==> config.mk <==
export PLATFORM = sky130hd
export DESIGN_NAME = low_freq_generator
export DESIGN_NICKNAME = d
export VERILOG_FILES = /design/src/rtl/low_freq_generator.sv
export SDC_FILE = /design/constraint.sdc
export NUM_CORES = 1
export LEC_CHECK = 0
export CORE_MARGIN = 2
export CORE_UTILIZATION = 32
export CTS_BUF_LIST = sky130_fd_sc_hd__clkbuf_4
export CTS_CLUSTER_SIZE = 10
export DETAILED_ROUTE_END_ITERATION = 12
export PLACE_DENSITY = 0.55
export SLEW_MARGIN = 20
export SYNTH_ARGS = -nofsm -noshare
export SYNTH_HDL_FRONTEND = slang
export SYNTH_SLANG_ARGS = --single-unit
==> constraint.sdc <==
create_clock -name i_clk -period 6.2 [get_ports i_clk]
set_clock_uncertainty 0.05 [all_clocks]
set_input_delay 1.24 -clock i_clk [delete_from_list [all_inputs] [get_ports i_clk]]
set_output_delay 1.24 -clock i_clk [all_outputs]
set_load 0.01 [all_outputs]
==> src/rtl/low_freq_generator.sv <==
// Square-wave tone generator: BCD Hz -> binary -> period_us = floor(1e6/f) -> square wave.
// Latency: o_done and first o_wave high 25 cycles after the cycle sampling i_start.
// Backpressure: none; i_start/i_stop are ignored while converting or dividing.
module low_freq_generator #(
  parameter int CLK_FREQ_MHZ = 100
) (
  input  logic            i_clk,
  input  logic            i_rst_n,
  input  logic            i_start,
  input  logic            i_stop,
  input  logic [3:0][3:0] i_freq_bcd,
  output logic            o_wave,
  output logic            o_ready,
  output logic            o_running,
  output logic            o_done,
  output logic            o_error,
  output logic [19:0]     o_period_us
);

  localparam int US_W = (CLK_FREQ_MHZ > 1) ? $clog2(CLK_FREQ_MHZ) : 1;
  localparam logic [US_W-1:0] US_MAX = US_W'(CLK_FREQ_MHZ - 1);
  localparam logic [19:0] DIVIDEND = 20'd1_000_000;

  typedef enum logic [1:0] {e_idle, e_bcd_convert, e_divide, e_run} state_t;

  state_t          state, state_nxt;
  logic [3:0][3:0] digits;
  logic [1:0]      digit_idx;
  logic [4:0]      bit_cnt;
  logic [13:0]     acc, acc_nxt;
  logic [3:0]      cur_digit;
  logic [19:0]     rem, quo, rem_nxt, quo_nxt;
  logic [20:0]     trial;
  logic            q_bit;
  logic [19:0]     half_hi, half_lo, phase, cur_len;
  logic [US_W-1:0] us_cnt;
  logic            us_tick, phase_end, wave_lvl;
  logic            bad_digit, start_ok;

  // Command decode, BCD accumulate step, one restoring-divide step and timebase compares.
  always_comb begin
    bad_digit = 1'b0;
    for (int k = 0; k < 4; k++) begin
      if (i_freq_bcd[k] > 4'd9) bad_digit = 1'b1;
    end
    start_ok  = i_start && !i_stop;
    cur_digit = digits[2'd3 - digit_idx];
    acc_nxt   = acc * 14'd10 + {10'd0, cur_digit};
    trial     = {rem, quo[19]};
    q_bit     = (trial >= {7'd0, acc});
    rem_nxt   = q_bit ? 20'(trial - {7'd0, acc}) : trial[19:0];
    quo_nxt   = {quo[18:0], q_bit};
    us_tick   = (us_cnt == US_MAX);
    cur_len   = wave_lvl ? half_hi : half_lo;
    phase_end = (phase == cur_len - 20'd1);
  end

  // State register.
  always_ff @(posedge i_clk or negedge i_rst_n) begin
    if (!i_rst_n) state <= e_idle;
    else          state <= state_nxt;
  end

  // Next-state logic and state-derived outputs.
  always_comb begin
    state_nxt = state;
    o_ready   = (state == e_idle);
    o_running = (state == e_run);
    o_wave    = (state == e_run) && wave_lvl;
    case (state)
      e_idle:        if (start_ok && !bad_digit) state_nxt = e_bcd_convert;
      e_bcd_convert: if (digit_idx == 2'd3) state_nxt = (acc_nxt == 14'd0) ? e_idle : e_divide;
      e_divide:      if (bit_cnt == 5'd19) state_nxt = e_run;
      e_run: begin
        if (i_stop)       state_nxt = e_idle;
        else if (i_start) state_nxt = bad_digit ? e_idle : e_bcd_convert;
      end
      default:       state_nxt = e_idle;
    endcase
  end

  // Datapath: digit latch, BCD accumulator, divider, period/half registers and wave timebase.
  always_ff @(posedge i_clk or negedge i_rst_n) begin
    if (!i_rst_n) begin
      digits      <= '0;
      digit_idx   <= '0;
      bit_cnt     <= '0;
      acc         <= '0;
      rem         <= '0;
      quo         <= '0;
      half_hi     <= '0;
      half_lo     <= '0;
      phase       <= '0;
      us_cnt      <= '0;
      wave_lvl    <= 1'b0;
      o_done      <= 1'b0;
      o_error     <= 1'b0;
      o_period_us <= '0;
    end else begin
      o_done <= 1'b0;
      case (state)
        e_idle, e_run: begin
          if (start_ok) begin
            digits    <= i_freq_bcd;
            o_error   <= bad_digit;
            acc       <= '0;
            digit_idx <= '0;
          end else if (state == e_run && !i_stop) begin
            // Microsecond timebase drives the per-half phase counter.
            us_cnt <= us_tick ? '0 : us_cnt + 1'b1;
            if (us_tick) begin
              if (phase_end) begin
                phase    <= '0;
                wave_lvl <= !wave_lvl;
              end else begin
                phase <= phase + 20'd1;
              end
            end
          end
        end
        e_bcd_convert: begin
          acc       <= acc_nxt;
          digit_idx <= digit_idx + 2'd1;
          if (digit_idx == 2'd3) begin
            if (acc_nxt == 14'd0) begin
              o_error <= 1'b1;
            end else begin
              rem     <= '0;
              quo     <= DIVIDEND;
              bit_cnt <= '0;
            end
          end
        end
        e_divide: begin
          rem     <= rem_nxt;
          quo     <= quo_nxt;
          bit_cnt <= bit_cnt + 5'd1;
          if (bit_cnt == 5'd19) begin
            // Wave starts high in the first run cycle; odd periods put the extra us in the low half.
            o_period_us <= quo_nxt;
            half_hi     <= quo_nxt >> 1;
            half_lo     <= quo_nxt - (quo_nxt >> 1);
            o_done      <= 1'b1;
            us_cnt      <= '0;
            phase       <= '0;
            wave_lvl    <= 1'b1;
          end
        end
        default: ;
      endcase
    end
  end

endmodule

==> results of run 1 <==
-- layer usage --
metal	GRT usage, %	vias to the layer above	routed length, µm
li1	-	3950	-
met1	20.3	3819	11800
met2	24.2	100	10900
met3	2.49	28	551
met4	4.20	0	393
met5	0	-	0
-- registers in the layout, summed over array words and instances (netlist names), named ones only --
register,count
o_error,1
quo,20
rem,20
state,1
acc,14
half_lo,20
wave_lvl,1
o_period_us,20
bit_cnt,5
phase,20
digits,16
o_done,1
digit_idx,2
us_cnt,7
-- through the flow --
step	instances	setup WS [ps]	hold WS (ps)	util (%)	instance area, µm²
2_1_floorplan	1060	999	392	-	9910
3_3_place_gp	1469	1430	420	35.1	10700
3_5_place_dp	1469	1260	423	35.1	10700
4_1_cts	1501	1240	457	36.1	11000
5_1_grt	1503	924	496	36.1	11000
6_report	1503	1320	452	36.1	11000
-- report_power, final --
part | total, mW | leakage (nW) | internal, mW | switching [mW]
registers | 1.61 | 1.94 | 1.29 | 0.313
logic | 3.97 | 2.75 | 1.76 | 2.22
clock network | 0.641 | 0.153 | 0.218 | 0.423
total | 6.22 | 4.84 | 3.27 | 2.95
-- cells by family after synthesis --
logic type / share of synthesized area [%]
flops: 37.6
buf+inv: 4.24
simple gates: 16.3
mux: 5.81
compound gates: 20.5
fa+ha+maj: 8.99
xor+xnor: 6.55
-- worst max path at each step --
stage,from,endpoint,cells past startpoint
floorplan,acc[1]$_DFFE_PN0P_,half_lo[16]$_DFFE_PN0P_,22
global placement,acc[1]$_DFFE_PN0P_,quo[15]$_DFFE_PN0P_,12
detailed placement,acc[1]$_DFFE_PN0P_,rem[0]$_DFFE_PN0P_,12
CTS,acc[1]$_DFFE_PN0P_,quo[5]$_DFFE_PN0P_,12
global route,acc[1]$_DFFE_PN0P_,quo[3]$_DFFE_PN0P_,12
finish,acc[1]$_DFFE_PN0P_,quo[5]$_DFFE_PN0P_,12
-- layout by cell type, fill, tap and decap left out, types with 5 or more instances in the layout --
cell                              netlist  layout
sky130_fd_sc_hd__nor2b_1               18      18
sky130_fd_sc_hd__inv_8                  0       5
sky130_fd_sc_hd__ha_1                  64      64
sky130_fd_sc_hd__nand3_1               25      25
sky130_fd_sc_hd__mux2i_1               26      25
sky130_fd_sc_hd__or4_1                  7       7
sky130_fd_sc_hd__clkdlybuf4s50_1        0      43
sky130_fd_sc_hd__a21oi_1               37      37
sky130_fd_sc_hd__xor2_1                18      18
sky130_fd_sc_hd__and2_1                 7       7
sky130_fd_sc_hd__and3_1                23      23
sky130_fd_sc_hd__nand2b_1              14      14
sky130_fd_sc_hd__o21ai_0               87      87
sky130_fd_sc_hd__nor3_1                23      23
sky130_fd_sc_hd__inv_1                 62      62
sky130_fd_sc_hd__o21bai_1               6       6
sky130_fd_sc_hd__clkbuf_4               0      17
sky130_fd_sc_hd__nor2_1                50      50
sky130_fd_sc_hd__buf_4                  1       7
sky130_fd_sc_hd__a211oi_1               8       7
sky130_fd_sc_hd__or3_1                  8       8
sky130_fd_sc_hd__a31oi_1               11      11
sky130_fd_sc_hd__nand4_1               10      10
sky130_fd_sc_hd__o22ai_1               24      24
sky130_fd_sc_hd__o2bb2ai_1             11      11
sky130_fd_sc_hd__nor4_1                11      11
sky130_fd_sc_hd__a22oi_1                8       8
sky130_fd_sc_hd__o21a_1                 5       5
sky130_fd_sc_hd__nand2_1              100     100
sky130_fd_sc_hd__dfrtp_1              149     149
sky130_fd_sc_hd__a21o_1                16      16
sky130_fd_sc_hd__o31ai_1               20      20
sky130_fd_sc_hd__xnor2_1               51      51
sky130_fd_sc_hd__mux2_2                20      20
sky130_fd_sc_hd__a22o_1                31      31
-- cell type report --
cell class | instances | area (µm²) | share of cell area (%)
Clock inverter | 15 | 159 | 1.44
Sequential cell | 149 | 3730 | 33.8
Clock buffer | 17 | 128 | 1.16
Tap cell | 396 | 495 | 4.50
Multi-Input combinational cell | 811 | 5770 | 52.4
Inverter | 62 | 233 | 2.11
Timing Repair Buffer | 52 | 499 | 4.53
Antenna cell | 1 | 2.50 | 0.0227
==> qor.yml, run 1 <==
clock_network:
  clock_tree.root_cell: "sky130_fd_sc_hd__clkbuf_4"
  clock_insertion_delay_worst_skew_ps: 580
  htreeDepth: 4
  cts_inserted_buffers: 17
  post_cts.resized_instances: 0
  tritoncts_clock_tree: "built"
  cts_max_path_buffers: 2
  clk_transition_reported_paths_ps: 160
  cts.repair_timing.setup_buffer_count: 0
  cts_hold_fix_bufs: 0
  cts.sinks: 149
cells_and_area:
  fin_nets: 1181
  nFillCells: 3104
  area_delta_synth_final_pct: 11.2
  drive_gt1_share_pct: 7.14
yosys:
  asyncSetResetFlopFracSynth_pct: 100
  postSynthCellCount: 1060
  synth_seq_cells: 149
  ys_dominant_reg_cell: "sky130_fd_sc_hd__dfrtp_1"
  synth.lib_cells_used.distinct: 76
  most_frequently_used_cell_type_in_the_post_synthesis_netlist: "sky130_fd_sc_hd__dfrtp_1"
  syn_nets: 1148
  number_of_enable_flip_flop_cells_after_synthesis: 0
  yosysSeqAreaShare_pct: 37.6
  post_synth_most_frequent_cells: "sky130_fd_sc_hd__dfrtp_1 (149), sky130_fd_sc_hd__nand2_1 (100), sky130_fd_sc_hd__o21ai_0 (87), sky130_fd_sc_hd__ha_1 (64), sky130_fd_sc_hd__inv_1 (62)"
  avgSynthCellArea_um2: 9.35
  post-synth-top-area-cell: "sky130_fd_sc_hd__dfrtp_1"
  synth_area_leaders: "sky130_fd_sc_hd__dfrtp_1 (38%), sky130_fd_sc_hd__ha_1 (8.1%), sky130_fd_sc_hd__xnor2_1 (4.5%), sky130_fd_sc_hd__o21ai_0 (4.4%), sky130_fd_sc_hd__nand2_1 (3.8%)"
  post-synth-top-area-fraction_pct: 37.6
  yosysWarnings: 0
  post_synth_instance_area_mm2: 0.00991
min_path:
  worstHoldPathCells: 1
  min_to: "us_cnt[6]$_DFFE_PN0P_"
  hold_path_startpoint: "us_cnt[6]$_DFFE_PN0P_"
  min_path_type: "register to register"
detailed_routing:
  drt_pre_antenna_iters: 4
  wl_per_cell_um: 15.7
  detailed_route_wl_um: 23600
  drtAntennaViolNets: 0
  drc: 0
  first_iter_violations: 574
  vias_per_cell: 5.25
  detailroute.via_count: 7897
worst_setup_path:
  critical_path_class: "register to register"
  worst_setup_path_end_kind: "register"
  path_cells: "ha_1, ha_1, fa_1, xor2_1, nand4_1, nor4_1, nand3b_1, nor3_1, xnor3_1, o41ai_2, nand2b_1, o22ai_1"
  worst-r2r-cell-count: 12
  crit_path_top_delay_cell: "sky130_fd_sc_hd__nand2b_1"
  timing.critical_path.fanout_max: 20
  timing.critical_path.mode_cell: "sky130_fd_sc_hd__ha_1"
  critPathRequiredTime_ps: 6570
  worst_path_dominant_cell_family: "simple AND/OR/NAND/NOR gates"
  regToRegSetupSlack_ps: 1320
  cp-start-kind: "register"
  timing.critical_path.buf_inv: 0
  regToRegEndpoint: "quo[5]$_DFFE_PN0P_"
  worstPathArrival_ps: 5250
  cp_slowest_stage_delay_ps: 710
  r2r_start: "acc[1]$_DFFE_PN0P_"
grt:
  grt_max_degree: 102
  initial_antenna_violation_count: 1
  track_usage_pct: 14.8
  grt_first_pass_wirelength_um: 39800
  first_global_vias: 7860
  grt_overflow: 0
power:
  vdd_ir_drop_max_mv: 0.149
  total_chip_power_mw: 6.22
  power.density_cell_area_mw_per_mm2: 564
  cellLeakagePower_nw: 4.84
sta:
  timing.final.crit_period_ps: 4880
  timing.final.setup_violations: 0
  achievable_freq_mhz: 205
  worst_pin_slew_ps: 1020
  max_slew_margin_pct: 31.7
  final.period_utilization_pct: 78.8
  hold_violations: 0
  slew_viol_final: 0
  tns_ps: 0
  grt_setup_unrepaired: "false"
die:
  io_pins: 45
  die_height_um: 180
  placeableCoreArea_mm2: 0.0305
  fp.dieArea_mm2: 0.0324
  initial_utilization_pct: 32.5
  floorplan.rows: 64
  die_w_um: 180
placement:
  globalplace.congestion: 0.801
  numPortBuffers: 44
  hpwl_um: 17500
run:
  max_cap_violations: 0
outcome:
  run_status: "complete, no violations"
Note: power is estimated with default switching activity, not from simulation.
==> run 2, diff against run 1 <==
==> constraint.sdc (replaced) <==
create_clock -name i_clk -period 4.8 [get_ports i_clk]
set_clock_uncertainty 0.05 [all_clocks]
set_input_delay 0.96 -clock i_clk [delete_from_list [all_inputs] [get_ports i_clk]]
set_output_delay 0.96 -clock i_clk [all_outputs]
set_load 0.01 [all_outputs]
==> qor.yml, run 2 (same netlist as run 1, synthesis figures left out) <==
power:
  cellLeakagePower_nw: 4.92
  power.density_cell_area_mw_per_mm2: 736
  vdd_ir_drop_max_mv: 0.197
grt:
  grt_overflow: 0
  first_global_vias: 7783
  initial_antenna_violation_count: 1
  grt_max_degree: 90
  track_usage_pct: 15.1
  grt_first_pass_wirelength_um: 40400
sta:
  timing.final.setup_violations: 0
  final.period_utilization_pct: 93.7
  grt_setup_unrepaired: "false"
  worst_pin_slew_ps: 875
  timing.final.crit_period_ps: 4500
  tns_ps: 0
  max_slew_margin_pct: 41.6
  achievable_freq_mhz: 222
  slew_viol_final: 0
  hold_violations: 0
die:
  placeableCoreArea_mm2: 0.0305
  floorplan.rows: 64
  initial_utilization_pct: 32.5
  die_w_um: 180
  fp.dieArea_mm2: 0.0324
  io_pins: 45
  die_height_um: 180
clock_network:
  clock_insertion_delay_worst_skew_ps: 580
  cts_max_path_buffers: 2
  post_cts.resized_instances: 0
  cts.sinks: 149
  clk_transition_reported_paths_ps: 140
  clock_tree.root_cell: "sky130_fd_sc_hd__clkbuf_4"
  tritoncts_clock_tree: "built"
  cts.repair_timing.setup_buffer_count: 0
  htreeDepth: 4
  cts_hold_fix_bufs: 0
  cts_inserted_buffers: 17
detailed_routing:
  detailed_route_wl_um: 23900
  drc: 0
  vias_per_cell: 5.20
  detailroute.via_count: 7867
  drtAntennaViolNets: 0
  wl_per_cell_um: 15.8
  drt_pre_antenna_iters: 5
  first_iter_violations: 488
min_path:
  min_path_type: "primary input to asynchronous set/reset pin"
placement:
  numPortBuffers: 44
  hpwl_um: 17600
  globalplace.congestion: 0.805
  dpl_cell_area_mm2: 0.0108
cells_and_area:
  area_delta_synth_final_pct: 12.6
  mostFrequentLayoutCell: "sky130_fd_sc_hd__dfrtp_1"
  final_cell_mix: "sky130_fd_sc_hd__dfrtp_1 (149), sky130_fd_sc_hd__nand2_1 (100), sky130_fd_sc_hd__o21ai_0 (85), sky130_fd_sc_hd__ha_1 (64), sky130_fd_sc_hd__inv_1 (62)"
  drive_gt1_share_pct: 7.97
  layout.cell_area.non_filler_mm2: 0.0112
  fin_nets: 1191
  postLayoutCoreUtil_pct: 36.6
worst_setup_path:
  worst_setup_path_end_kind: "register"
  crit_path_top_delay_cell: "sky130_fd_sc_hd__nor4_1"
  timing.critical_path.buf_inv: 3
  timing.critical_path.fanout_max: 20
  worstPathArrival_ps: 4890
  cp-start-kind: "register"
  worst_path_dominant_cell_family: "simple AND/OR/NAND/NOR gates"
  critical_path_class: "register to register"
  cp_slowest_stage_delay_ps: 450
  critPathRequiredTime_ps: 5190
  path_cells: "buf_4, ha_1, ha_1, fa_1, xor2_1, nand4_1, nor4_1, nand3b_1, nor3_1, xnor3_1, o41ai_2, buf_4, nand2b_1, buf_12, o22ai_1"
run:
  max_cap_violations: 0
outcome:
  run_status: "complete, no violations"
==> run 2: cell count changes in the layout (fill, tap and decap cells not counted), sizes merged <==
| cell | previous run | this run |
|---|---|---|
| clkinv | 3 | 5 |
| bufinv | 1 | 3 |
| clkinvlp | 2 | 1 |
| buf | 8 | 19 |
| clkbuf | 18 | 20 |
| inv | 71 | 65 |
==> run 2: area by class of cell <==
class                   instances  area (µm²)
fillers                      3066       19400
inverters                      62         233
clock buffers                  20         150
well taps                     396         495
repair buffers                 62         614
clock inverters                12         151
diodes                          1        2.50
flip-flops and latches        149        3730
multi-input cells             811        5780
==> run 2: worst paths after layout <==
kind                                               from  slack, ps  cells past startpoint                 endpoint
worst min-delay path                            i_rst_n        420                      1         o_done$_DFF_PN0_
min in group i_clk              half_lo[19]$_DFFE_PN0P_        440                      2  half_lo[19]$_DFFE_PN0P_
max in group asynchronous                       i_rst_n       3500                      2    digits[9]$_DFFE_PN0P_
worst min register to register  half_lo[19]$_DFFE_PN0P_        440                      2  half_lo[19]$_DFFE_PN0P_
worst max-delay path                 acc[1]$_DFFE_PN0P_        300                     15      quo[15]$_DFFE_PN0P_
worst max register to register       acc[1]$_DFFE_PN0P_        300                     15      quo[15]$_DFFE_PN0P_
==> run 2: worst reg2reg max path: stages, from the launching register on <==
cell                       delay (ps)
sky130_fd_sc_hd__dfrtp_1          400
sky130_fd_sc_hd__buf_4            160
sky130_fd_sc_hd__ha_1             290
sky130_fd_sc_hd__ha_1             230
sky130_fd_sc_hd__fa_1             430
sky130_fd_sc_hd__xor2_1           300
sky130_fd_sc_hd__nand4_1          190
sky130_fd_sc_hd__nor4_1           450
sky130_fd_sc_hd__nand3b_1         190
sky130_fd_sc_hd__nor3_1           230
sky130_fd_sc_hd__xnor3_1          370
sky130_fd_sc_hd__o41ai_2          420
sky130_fd_sc_hd__buf_4            210
sky130_fd_sc_hd__nand2b_1         160
sky130_fd_sc_hd__buf_12           180
sky130_fd_sc_hd__o22ai_1          100
==> run 2: through the flow <==
| stage | instances | setup WS (ps) | power, mW | hold slack [ps] |
|---|---|---|---|---|
| final | 1513 | 302 | 8.20 | 419 |
| after global routing | 1513 | 24.2 | 9.02 | 446 |
| after CTS | 1512 | 127 | 8.24 | 430 |
| after detailed placement | 1480 | 146 | 7.34 | 416 |
| after global placement | 1480 | 260 | 7.28 | 409 |
| after floorplan | 1060 | 6.48 | 6.07 | 392 |
==> run 2: report_power, final <==
group          switching (mW)  internal (mW)  total [mW]
clock network           0.492          0.380       0.872
registers               0.380           1.67        2.05
logic                    2.94           2.35        5.28
==> run 2: layer usage <==
metal	GRT usage, %	part of all wire, %
met1	21.3	52
met2	24.0	45
met4	4.00	1.1
met3	2.59	2.2
met5	0	0
